`src/rtl/divider_seq_16_bit.sv`:
```
// Multi-cycle signed divider: one restoring shift-subtract step per clock on magnitudes,
// followed by a sign fix-up cycle and a one-cycle done pulse.
module divider_seq_16_bit #(
    parameter int WIDTH = 16
) (
    input  logic             clk,
    input  logic             rst,
    input  logic             start,
    input  logic [WIDTH-1:0] a,
    input  logic [WIDTH-1:0] b,
    output logic             busy,
    output logic             done,
    output logic [WIDTH-1:0] quotient,
    output logic [WIDTH-1:0] remainder,
    output logic             div_by_zero,
    output logic             overflow
);
    localparam int CNT_W = $clog2(WIDTH);

    typedef enum logic [1:0] {IDLE, CALC, FIX, DONE} state_t;

    state_t             state_reg, state_next;
    logic [WIDTH:0]     rem_reg;
    logic [WIDTH-1:0]   dvd_reg;
    logic [WIDTH-1:0]   dvs_reg;
    logic [CNT_W-1:0]   cnt_reg;
    logic               sign_q_reg;
    logic               sign_r_reg;
    logic               ovf_pend_reg;
    logic [WIDTH-1:0]   quotient_reg;
    logic [WIDTH-1:0]   remainder_reg;
    logic               div_by_zero_reg;
    logic               overflow_reg;

    logic               accept;
    logic               b_is_zero;
    logic [WIDTH-1:0]   a_mag;
    logic [WIDTH-1:0]   b_mag;
    logic [WIDTH:0]     shifted;
    logic [WIDTH:0]     trial;

    assign accept    = start && (state_reg == IDLE || state_reg == DONE);
    assign b_is_zero = (b == '0);
    // Magnitude of the most negative value wraps to itself, which is the correct unsigned value.
    assign a_mag     = a[WIDTH-1] ? (~a + 1'b1) : a;
    assign b_mag     = b[WIDTH-1] ? (~b + 1'b1) : b;
    assign shifted   = {rem_reg[WIDTH-1:0], dvd_reg[WIDTH-1]};
    assign trial     = shifted - {1'b0, dvs_reg};

    always_comb begin
        state_next = state_reg;
        case (state_reg)
            IDLE:    if (start) state_next = b_is_zero ? DONE : CALC;
            CALC:    if (cnt_reg == CNT_W'(WIDTH - 1)) state_next = FIX;
            FIX:     state_next = DONE;
            DONE:    state_next = start ? (b_is_zero ? DONE : CALC) : IDLE;
            default: state_next = IDLE;
        endcase
    end

    always_ff @(posedge clk) begin
        if (rst) begin
            state_reg       <= IDLE;
            rem_reg         <= '0;
            dvd_reg         <= '0;
            dvs_reg         <= '0;
            cnt_reg         <= '0;
            sign_q_reg      <= 1'b0;
            sign_r_reg      <= 1'b0;
            ovf_pend_reg    <= 1'b0;
            quotient_reg    <= '0;
            remainder_reg   <= '0;
            div_by_zero_reg <= 1'b0;
            overflow_reg    <= 1'b0;
        end else begin
            state_reg <= state_next;
            if (accept) begin
                rem_reg      <= '0;
                dvd_reg      <= a_mag;
                dvs_reg      <= b_mag;
                cnt_reg      <= '0;
                sign_q_reg   <= a[WIDTH-1] ^ b[WIDTH-1];
                sign_r_reg   <= a[WIDTH-1];
                ovf_pend_reg <= (a == {1'b1, {(WIDTH-1){1'b0}}}) && (b == '1);
                // Zero divisor skips the iterations, so results are published right here.
                if (b_is_zero) begin
                    quotient_reg    <= '1;
                    remainder_reg   <= a;
                    div_by_zero_reg <= 1'b1;
                    overflow_reg    <= 1'b0;
                end
            end else if (state_reg == CALC) begin
                if (!trial[WIDTH]) begin
                    rem_reg <= trial;
                    dvd_reg <= {dvd_reg[WIDTH-2:0], 1'b1};
                end else begin
                    rem_reg <= shifted;
                    dvd_reg <= {dvd_reg[WIDTH-2:0], 1'b0};
                end
                cnt_reg <= cnt_reg + 1'b1;
            end else if (state_reg == FIX) begin
                quotient_reg    <= sign_q_reg ? (~dvd_reg + 1'b1) : dvd_reg;
                remainder_reg   <= sign_r_reg ? (~rem_reg[WIDTH-1:0] + 1'b1) : rem_reg[WIDTH-1:0];
                div_by_zero_reg <= 1'b0;
                overflow_reg    <= ovf_pend_reg;
            end
        end
    end

    assign busy        = (state_reg == CALC) || (state_reg == FIX);
    assign done        = (state_reg == DONE);
    assign quotient    = quotient_reg;
    assign remainder   = remainder_reg;
    assign div_by_zero = div_by_zero_reg;
    assign overflow    = overflow_reg;
endmodule
```
`config.mk`:
```
export PLATFORM = sky130hd
export DESIGN_NAME = divider_seq_16_bit
export DESIGN_NICKNAME = d
export VERILOG_FILES = /design/src/rtl/divider_seq_16_bit.sv
export SDC_FILE = /design/constraint.sdc
export NUM_CORES = 1
export LEC_CHECK = 0
export CELL_PAD_IN_SITES_DETAIL_PLACEMENT = 0
export CELL_PAD_IN_SITES_GLOBAL_PLACEMENT = 2
export CORE_MARGIN = 2
export CORE_UTILIZATION = 36
export CTS_CLUSTER_DIAMETER = 120
export CTS_CLUSTER_SIZE = 16
export DETAILED_ROUTE_END_ITERATION = 8
export PLACE_DENSITY_LB_ADDON = 0.1
export SYNTH_ARGS = -nofsm -noshare
export SYNTH_HDL_FRONTEND = slang
export SYNTH_SLANG_ARGS = --single-unit
```
`constraint.sdc`:
```
create_clock -name clk -period 6.6 [get_ports clk]
set_clock_uncertainty 0.2 [all_clocks]
set_input_delay 1.65 -clock clk [delete_from_list [all_inputs] [get_ports clk]]
set_output_delay 1.65 -clock clk [all_outputs]
set_load 0.005 [all_outputs]
```
## Word level (Yosys, flattened, before mapping)

Index checks and enable logic that the tools add are counted.

| cells by class | value |
|---|---|
| $add $sub $neg | 6 |
| multiply operators | 0 |
| divide/modulo/power cells | 0 |
| magnitude comparators | 0 |
| equal/unequal tests | 10 |
| shift-type cells | 0 |
| mux-type cells | 29 |
| bitwise operators | 5 |
| reductions and logical operators | 11 |

Operators with widths:

| cell | count |
|---|---|
| two-way mux 16 bit | 15 |
| adder 16 x 1 -> 16 bit, second input constant | 4 |
| NOT 16 bit | 4 |
| == test 16 bit, second input constant | 2 |
| subtractor 17 x 16 -> 17 bit | 1 |
| logical NOT 16 bit | 1 |
| two-way mux 1 bit | 9 |
| two-way mux 2 bit | 4 |
| one-hot mux 2 bit (4 select lines) | 1 |
| != test 2 bit, second input constant | 3 |
| adder 4 x 1 -> 4 bit, second input constant | 1 |
| == test 2 bit, second input constant | 2 |
| == test 4 bit, second input constant | 1 |
| nonzero test 2 bit | 2 |
| AND reduction 3 bit | 1 |
| == test 2 x 1 -> 1 bit, second input constant | 1 |
| logical AND 1 bit | 2 |
| logical NOT 2 bit | 1 |
| logical OR 1 bit | 2 |
| != test 2 x 1 -> 1 bit, second input constant | 1 |
| AND reduction 2 bit | 1 |
| OR reduction 2 bit | 1 |
| bitwise XOR 1 bit | 1 |

| storage, ports and cells | value |
|---|---|
| bits in registers | 91 |
| latch bits | 0 |
| memory bits (writable) | 0 |
| bits in read-only memories | 0 |
| input port bits | 35 |
| output and inout port bits | 36 |
| logic and storage cells | 73 |
| memories | 0 |

## Depth between registers and ports, before layout

Gate-level depths: netlist of the first run.

| depth | value |
|---|---|
| depth in word-level cells | 6 |
| depth in mapped cells | 12 |
| depth with buffers taken out | 10 |

## Worst setup path after synthesis of the first run

Ideal clock, no wire load.

| path | value |
|---|---|
| path type | input to register |
| start | input port b[8] |
| end | register quotient_reg[1] (netlist: quotient[1]) |
| data arrival time | 3.551 ns |
| data required time | 6.320 ns |
| setup slack | 2.769 ns |
| stages on the path | 8 |
| buffers on the path | 1 |
| path through | or4_4 nor4_2 or3b_1 or3_1 buf_6 nand2_8 nor2_2 a211oi_2 |

| on the way | value |
|---|---|
| cells in the longest elaborated chain, start to end | 3 |

RTL lines:

| element | RTL line | text |
|---|---|---|
| from (decl) | 10 | `input logic [WIDTH-1:0] b,` |
| logical NOT 16 bit | 43 | `assign b_is_zero = (b == '0);` |
| != test 2 x 1 -> 1 bit (no source line) | n/a |  |
| AND reduction 3 bit (no source line) | n/a |  |
| to (signal assigned) | 102 | `quotient_reg <= sign_q_reg ? (~dvd_reg + 1'b1) : dvd_reg;` |
| to (decl) | 30 | `logic [WIDTH-1:0] quotient_reg;` |

No other way between the ends.
A chain may end at the register's enable or synchronous reset.

## Worst setup path after layout of the first run

| path | value |
|---|---|
| start | input port b[8] |
| end | register remainder_reg[3] (netlist: remainder[3]) |

| on the way | value |
|---|---|
| cells in the longest elaborated chain, start to end | 3 |

RTL lines:

| element | RTL line | text |
|---|---|---|
| logical NOT 16 bit | 43 |  |
| != test 2 x 1 -> 1 bit (no source line) | n/a |  |
| AND reduction 3 bit (no source line) | n/a |  |
| to (signal assigned) | 103 | `remainder_reg <= sign_r_reg ? (~rem_reg[WIDTH-1:0] + 1'b1) : rem_reg[WIDTH-1:0];` |
| to (decl) | 31 | `logic [WIDTH-1:0] remainder_reg;` |

No other way between the ends.

==> run summary, run 1 <==
==================================================================================
Ratio of total power to cell area ...................................   487 mW/mm2
Post-detailed-placement half-perimeter wirelength ...................     12600 um
TritonCTS clock tree ................................................          yes
Fraction of layout instances using a drive strength above 1 .........        5.83%
Via density per instance ............................................         5.30
Signed area change from the synthesized netlist to the final layout .        19.6%
ANT nets after route ................................................            0
Post CTS Setup Buffer Count .........................................            0
Final hold slack ....................................................       270 ps
Largest stage delay on the critical path ............................       680 ps
Clock transition at path regs .......................................        70 ps
Number of antenna cells inserted ....................................            0
DRC Markers .........................................................            0
Relative max-transition margin ......................................        18.8%
Number of storage elements in the synthesis netlist .................           91
Core Rows ...........................................................           47
Number of gates resized after cts ...................................            0
Height of the chip ..................................................       133 um
Core area ...........................................................   0.0163 mm2
Cell area after layout ..............................................  0.00712 mm2
Cell count along the critical path ..................................            8
Number of flops mapped to enable cells by yosys .....................            0
Die Outline Area ....................................................   0.0176 mm2
Net Count, Synth ....................................................          806
Capture instance of the worst register-to-register path ............. rem_reg[10]$_SDFFE_PP0P_
Horiz. Die Dim ......................................................       133 um
Post-Place Cell Area ................................................  0.00679 mm2
Max clock buf depth .................................................            2
Htree depth .........................................................            3
Class of the most critical hold timing path ......................... flip-flop to flip-flop
Required arrival time at the worst endpoint .........................      6610 ps
Clock Tree Root ..................................................... sky130_fd_sc_hd__clkbuf_16
Number of antenna violations at the first check in global routing ...            0
CTS Buf Count .......................................................            9
Timing-limited maximum frequency ....................................    0.203 GHz
Endpoint arrival time on the critical path ..........................      4930 ps
Mean area per synthesized cell ......................................     8.01 um2
Family with the most delay on the worst path ........................ simple AND/OR/NAND/NOR gates
Via count of the first global-routing pass ..........................         5198
Hold buffer count at cts ............................................            0
GRT Overall Usage ...................................................        19.7%
Wire length per cell ................................................      16.7 um
Final Net Count .....................................................          847
Slew of the pin with the lowest slew margin .........................      1210 ps
Global placer's final weighted congestion ...........................        0.836
Number of violations of the max-capacitance limit ...................            0
Final routed wirelength across all metal layers .....................     16900 um
Nature of the critical path endpoint ................................    flip-flop
Reg2reg setup slack .................................................      2540 ps
Crit path buf inv count .............................................            1
Share of synthesized area occupied by flip-flops and latches ........        30.6%
Fraction of registers with async set/reset ..........................           0%
Result of the run ................................................... finished clean
Lkg Pwr .............................................................   0.00253 uW
Count of TritonRoute iterations in the first routing pass ...........            4
Hold Path Stages ....................................................            2
Maximum vdd drop ....................................................       220 uV
Unrepaired setup endpoints after global routing .....................           no
Reg2reg path depth ..................................................           10
Setup TNS after final layout ........................................         0 ps
Shortest clock period the worst path allows after layout ............      4920 ps
Sink count of the clock tree ........................................           91
Critical-path top delay cell ........................................ sky130_fd_sc_hd__nor3_2
Most used cell, CP .................................................. sky130_fd_sc_hd__nor2_1
Startpoint of the worst register-to-register path ................... dvd_reg[15]$_SDFFE_PP0P_
Critical-path cell list ............................................. clkdlybuf4s50_1 -> or4_4 -> nor4_2 -> or3b_1 -> nor3_2 -> nor2_1 -> a221oi_1 -> nor2_1
Ratio of final minimum period to clock period .......................        74.6%
Number of placed I/O pins ...........................................           71
Sum of overflow across all layers after global routing ..............            0
Critical hold path startpoint ....................................... dvs_reg[0]$_SDFFE_PP0P_
Yosys warning count .................................................            0
Slew Limit Fails ....................................................            0
GR Layer Usage met2 .................................................        35.0%
Initial standard-cell utilization of the core .......................        36.4%
Worst-path maximum fanout ...........................................           13
Largest net degree at the start of global routing ...................           81
Met3 usage ..........................................................        3.49%
PortBufs ............................................................           70
Total power .........................................................      3470 uW
Layout Utilization ..................................................        43.6%
Setup Crit Path Kind ................................................ primary input to flip-flop
Global Route met1 Usage .............................................        24.1%
Violation count after the first detailed-routing iteration ..........          301
Clock latency on the worst-skew pair ................................       350 ps
Timing endpoint of the critical path ................................ remainder[3]$_SDFFE_PP0P_
Number of different library cells in the post-synthesis netlist .....           63
Global-route wire length before repair ..............................     27600 um
Critical path origin ................................................         b[8]
Post-Synthesis Cells ................................................          743
Count of endpoints failing hold in the final timing report ..........            0
Final-report setup violation count ..................................            0
Most frequently used flop master after synthesis .................... sky130_fd_sc_hd__dfxtp_1
GR peak layer .......................................................         met2
Startpoint type of the worst setup path ............................. primary input
Vias post-DR ........................................................         5343
Netlist area before placement .......................................  0.00595 mm2
==================================================================================
==> cell usage after synthesis, drive strengths merged (3+ instances only) <==
master / n / share of area [%]
o31ai: 15 / 1.9
or4: 5 / 0.69
nor2: 72 / 4.8
nand4: 7 / 0.74
mux2i: 19 / 3.2
nor4: 7 / 0.84
o22ai: 4 / 0.42
xor2: 35 / 5.2
a22oi: 8 / 1.0
nand3b: 8 / 1.0
clkbuf: 36 / 2.3
o21a: 3 / 0.38
o211ai: 5 / 0.63
nand3: 14 / 1.2
xnor2: 37 / 5.6
buf: 9 / 0.80
dfxtp: 91 / 31
a31oi: 14 / 1.5
nand2b: 15 / 1.6
a221oi: 10 / 1.8
ha: 27 / 5.7
nor2b: 13 / 1.4
a222oi: 3 / 0.50
a211oi: 40 / 5.5
inv: 34 / 2.1
o21ai: 47 / 4.0
or3: 4 / 0.42
a21oi: 41 / 3.4
nand2: 76 / 5.1
nor3: 11 / 1.1
o41ai: 9 / 1.3
==> worst min path at each step <==
stage / endpoint / slack (ps)
after floorplan: ovf_pend_reg$_SDFFE_PP0P_ / 230
after global placement: remainder[12]$_SDFFE_PP0P_ / 260
after detailed placement: ovf_pend_reg$_SDFFE_PP0P_ / 270
after CTS: dvs_reg[0]$_SDFFE_PP0P_ / 280
after global routing: remainder[12]$_SDFFE_PP0P_ / 300
final: dvs_reg[0]$_SDFFE_PP0P_ / 270
==> area by class of cell <==
class / instances / area [um2]
clock buffer: 10 / 239
clock inverter: 6 / 88.8
tap: 220 / 275
timing repair buffer: 75 / 733
multi-input combinational: 573 / 3830
fill: 1706 / 9230
inverter: 34 / 128
sequential: 91 / 1820
==> stage by stage <==
step / worst slack, ps / std cells
after detailed placement: 1330 / 993
after global routing: 1390 / 1009
final: 1680 / 1009
after CTS: 1710 / 1009
after floorplan: 2770 / 743
after global placement: 1440 / 993
==> report_power, final <==
part           leakage (uW)  switching [uW]  internal, uW
clock network      0.000155             232           342
registers          0.000743             189           704
logic               0.00164            1150           849
total               0.00253            1570          1900
==> cell families (layout without fill, tap and decap cells) <==
logic type | count (synthesis) | count (layout) | share of synthesized area (%)
DFF | 91 | 91 | 30.6
and+or+nand+nor | 239 | 239 | 19.6
adders and majority gates | 28 | 28 | 6.01
muxes | 20 | 20 | 3.38
AOI/OAI and AO/OA | 214 | 214 | 24.4
buffers and inverters | 79 | 125 | 5.21
xor gates and xnor gates | 72 | 72 | 10.7
==> routing by layer <==
metal,vias up,share of wire [%]
met5,-,0
met4,0,2.2
met3,20,2.9
met2,87,51
met1,2479,44
li1,2757,-
==> cell usage in the layout, fill, tap and decap left out, drive strengths merged, types with 3 or more instances in the layout <==
cell type / Yosys / layout
a211oi: 40 / 40
a21oi: 41 / 41
a221oi: 10 / 10
a222oi: 3 / 3
a22oi: 8 / 8
a31oi: 14 / 14
buf: 9 / 6
clkbuf: 36 / 10
clkdlybuf4s50: 0 / 69
dfxtp: 91 / 91
ha: 27 / 27
inv: 34 / 34
mux2i: 19 / 19
nand2: 76 / 76
nand2b: 15 / 15
nand3: 14 / 14
nand3b: 8 / 8
nand4: 7 / 7
nor2: 72 / 72
nor2b: 13 / 13
nor3: 11 / 11
nor4: 7 / 7
o211ai: 5 / 5
o21a: 3 / 3
o21ai: 47 / 47
o22ai: 4 / 4
o31ai: 15 / 15
o41ai: 9 / 9
or3: 4 / 4
or4: 5 / 5
xnor2: 37 / 37
xor2: 35 / 35
==> worst register-to-register path: stages (launching register included) <==
cell,delay (ps)
sky130_fd_sc_hd__dfxtp_1,440
sky130_fd_sc_hd__inv_1,80
sky130_fd_sc_hd__ha_1,220
sky130_fd_sc_hd__fa_1,400
sky130_fd_sc_hd__nand2b_1,180
sky130_fd_sc_hd__a21oi_1,340
sky130_fd_sc_hd__o21ai_0,230
sky130_fd_sc_hd__o21a_1,350
sky130_fd_sc_hd__xnor2_2,920
sky130_fd_sc_hd__o311ai_0,380
sky130_fd_sc_hd__a31oi_1,250
(Power assumes the default switching activity.)
==> run 2, diff against run 1 <==
Settings changed: CORE_UTILIZATION 36 to 30.
Clock period 6.6 ns to 4.4 ns, I/O delays scaled along.
==> run summary, run 2 (same netlist as run 1, synthesis figures left out) <==
==================================================================================
Initial standard-cell utilization of the core .......................        30.6%
Wire length per cell ................................................      17.2 um
Final routed wirelength across all metal layers .....................     18300 um
Capture instance of the worst register-to-register path ............. dvd_reg[0]$_SDFFE_PP0P_
Reg2reg path depth ..................................................           11
Startpoint of the worst register-to-register path ................... dvd_reg[15]$_SDFFE_PP0P_
Slew of the pin with the lowest slew margin .........................       762 ps
GR Layer Usage met2 .................................................        32.4%
Post-Place Cell Area ................................................  0.00692 mm2
Highest-count cells in the layout ignoring fill and taps ............ 91 x sky130_fd_sc_hd__dfxtp_1, 75 x sky130_fd_sc_hd__nand2_1, 69 x sky130_fd_sc_hd__clkdlybuf4s50_1
Global-route wire length before repair ..............................     29000 um
Violation count after the first detailed-routing iteration ..........          258
Endpoint arrival time on the critical path ..........................      3950 ps
Number of antenna violations at the first check in global routing ...            0
Setup TNS after final layout ........................................         0 ps
Critical path origin ................................................         b[8]
Reg2reg setup slack .................................................       770 ps
GR peak layer .......................................................         met2
Count of endpoints failing hold in the final timing report ..........            0
Critical hold path startpoint ....................................... remainder[12]$_SDFFE_PP0P_
Number of placed I/O pins ...........................................           71
Count of TritonRoute iterations in the first routing pass ...........            4
Sum of overflow across all layers after global routing ..............            0
Post CTS Setup Buffer Count .........................................            0
Number of antenna cells inserted ....................................            0
ANT nets after route ................................................            0
Maximum vdd drop ....................................................       248 uV
Slew Limit Fails ....................................................            0
Shortest clock period the worst path allows after layout ............      3880 ps
DRC Markers .........................................................            0
TritonCTS clock tree ................................................          yes
Signed area change from the synthesized netlist to the final layout .        21.8%
Unrepaired setup endpoints after global routing .....................           no
Critical-path top delay cell ........................................ sky130_fd_sc_hd__or3_1
Result of the run ................................................... finished clean
Placed cell count ...................................................         1048
Setup Crit Path Kind ................................................ primary input to flip-flop
Nature of the critical path endpoint ................................    flip-flop
Cell area after layout ..............................................  0.00725 mm2
Critical-path cell list ............................................. clkdlybuf4s50_1 -> or4_4 -> nor4_2 -> or3b_1 -> or3_1 -> nand2_8 -> nor2_2 -> a211oi_2
Post-detailed-placement half-perimeter wirelength ...................     13900 um
Via count of the first global-routing pass ..........................         5278
Largest net degree at the start of global routing ...................           57
Lkg Pwr .............................................................   0.00258 uW
Number of gates resized after cts ...................................            0
Ratio of total power to cell area ...................................   730 mW/mm2
Fraction of layout instances using a drive strength above 1 .........        7.01%
Core Rows ...........................................................           51
Most common cell after layout, fill and taps aside .................. sky130_fd_sc_hd__dfxtp_1
Core area ...........................................................   0.0195 mm2
Met3 usage ..........................................................        2.01%
Relative max-transition margin ......................................        48.7%
Via density per instance ............................................         5.16
Worst-path maximum fanout ...........................................           10
Largest stage delay on the critical path ............................       630 ps
Clock latency on the worst-skew pair ................................       350 ps
Timing endpoint of the critical path ................................ quotient[1]$_SDFFE_PP0P_
Clock transition at path regs .......................................        70 ps
Die Outline Area ....................................................   0.0210 mm2
Clock Tree Root ..................................................... sky130_fd_sc_hd__clkbuf_16
GRT Overall Usage ...................................................        17.9%
Layout Utilization ..................................................        37.2%
Timing-limited maximum frequency ....................................    0.258 GHz
Height of the chip ..................................................       145 um
Ratio of final minimum period to clock period .......................        88.2%
Htree depth .........................................................            3
Global placer's final weighted congestion ...........................        0.836
Hold buffer count at cts ............................................            0
Required arrival time at the worst endpoint .........................      4470 ps
CTS Buf Count .......................................................            9
Final Net Count .....................................................          857
Max clock buf depth .................................................            2
Class of the most critical hold timing path ......................... flip-flop to flip-flop
PortBufs ............................................................           70
Global Route met1 Usage .............................................        22.3%
Number of violations of the max-capacitance limit ...................            0
Final standard cell count with taps included and fillers excluded ...         1064
Horiz. Die Dim ......................................................       145 um
Vias post-DR ........................................................         5489
Sink count of the clock tree ........................................           91
Startpoint type of the worst setup path ............................. primary input
Final-report setup violation count ..................................            0
==================================================================================
## run 2: cell types whose count changed in the layout (fill, tap and decap cells not counted)
cell                       change
sky130_fd_sc_hd__buf_4        +10
sky130_fd_sc_hd__clkinv_4      -1
sky130_fd_sc_hd__clkbuf_8      -1
sky130_fd_sc_hd__inv_6         +2
## run 2: how the worst min path moves through the flow
stage / end / slack [ps] / cells past startpoint
after floorplan: ovf_pend_reg$_SDFFE_PP0P_ / 230 / 2
after global placement: remainder[12]$_SDFFE_PP0P_ / 250 / 2
after detailed placement: remainder[12]$_SDFFE_PP0P_ / 250 / 2
after CTS: remainder[12]$_SDFFE_PP0P_ / 260 / 2
after global routing: dvs_reg[0]$_SDFFE_PP0P_ / 300 / 2
final: remainder[12]$_SDFFE_PP0P_ / 260 / 2
## run 2: area by class of cell
class	instances	area, um2
clock buffer	9	225
timing repair buffer	85	808
inverter	34	128
clock inverter	7	97.6
sequential	91	1820
multi-input combinational	573	3830
tap	265	332
fill	2043	12200
## run 2: power breakdown
| group | switching [uW] | leakage, uW | internal (uW) | total (uW) |
|---|---|---|---|---|
| Sequential | 296 | 0.000743 | 1060 | 1350 |
| Clock | 364 | 0.000152 | 501 | 865 |
| Combinational | 1760 | 0.00169 | 1310 | 3080 |
## run 2: worst max-delay path, delay by kind of cell
kind	cells	cell delay [ps]
buffers and inverters	1	500
AOI/OAI and AO/OA	1	190
and+or+nand+nor	6	2150
## run 2: layer usage
metal  vias up  wire [um]  part of all wire (%)
met5         -          0                     0
met2        79       9480                    52
li1       2778          -                     -
met3        17        429                   2.3
met4         0        240                   1.3
met1      2615       8160                    45
## run 2: metrics by stage
| step | total power (uW) | setup slack (ps) | hold slack, ps |
|---|---|---|---|
| detailed placement | 4470 | 136 | 254 |
| CTS | 5360 | 494 | 264 |
| finish | 5290 | 518 | 263 |
| floorplan | 3590 | 1120 | 225 |
| global route | 5790 | 356 | 295 |
| global placement | 4450 | 220 | 248 |
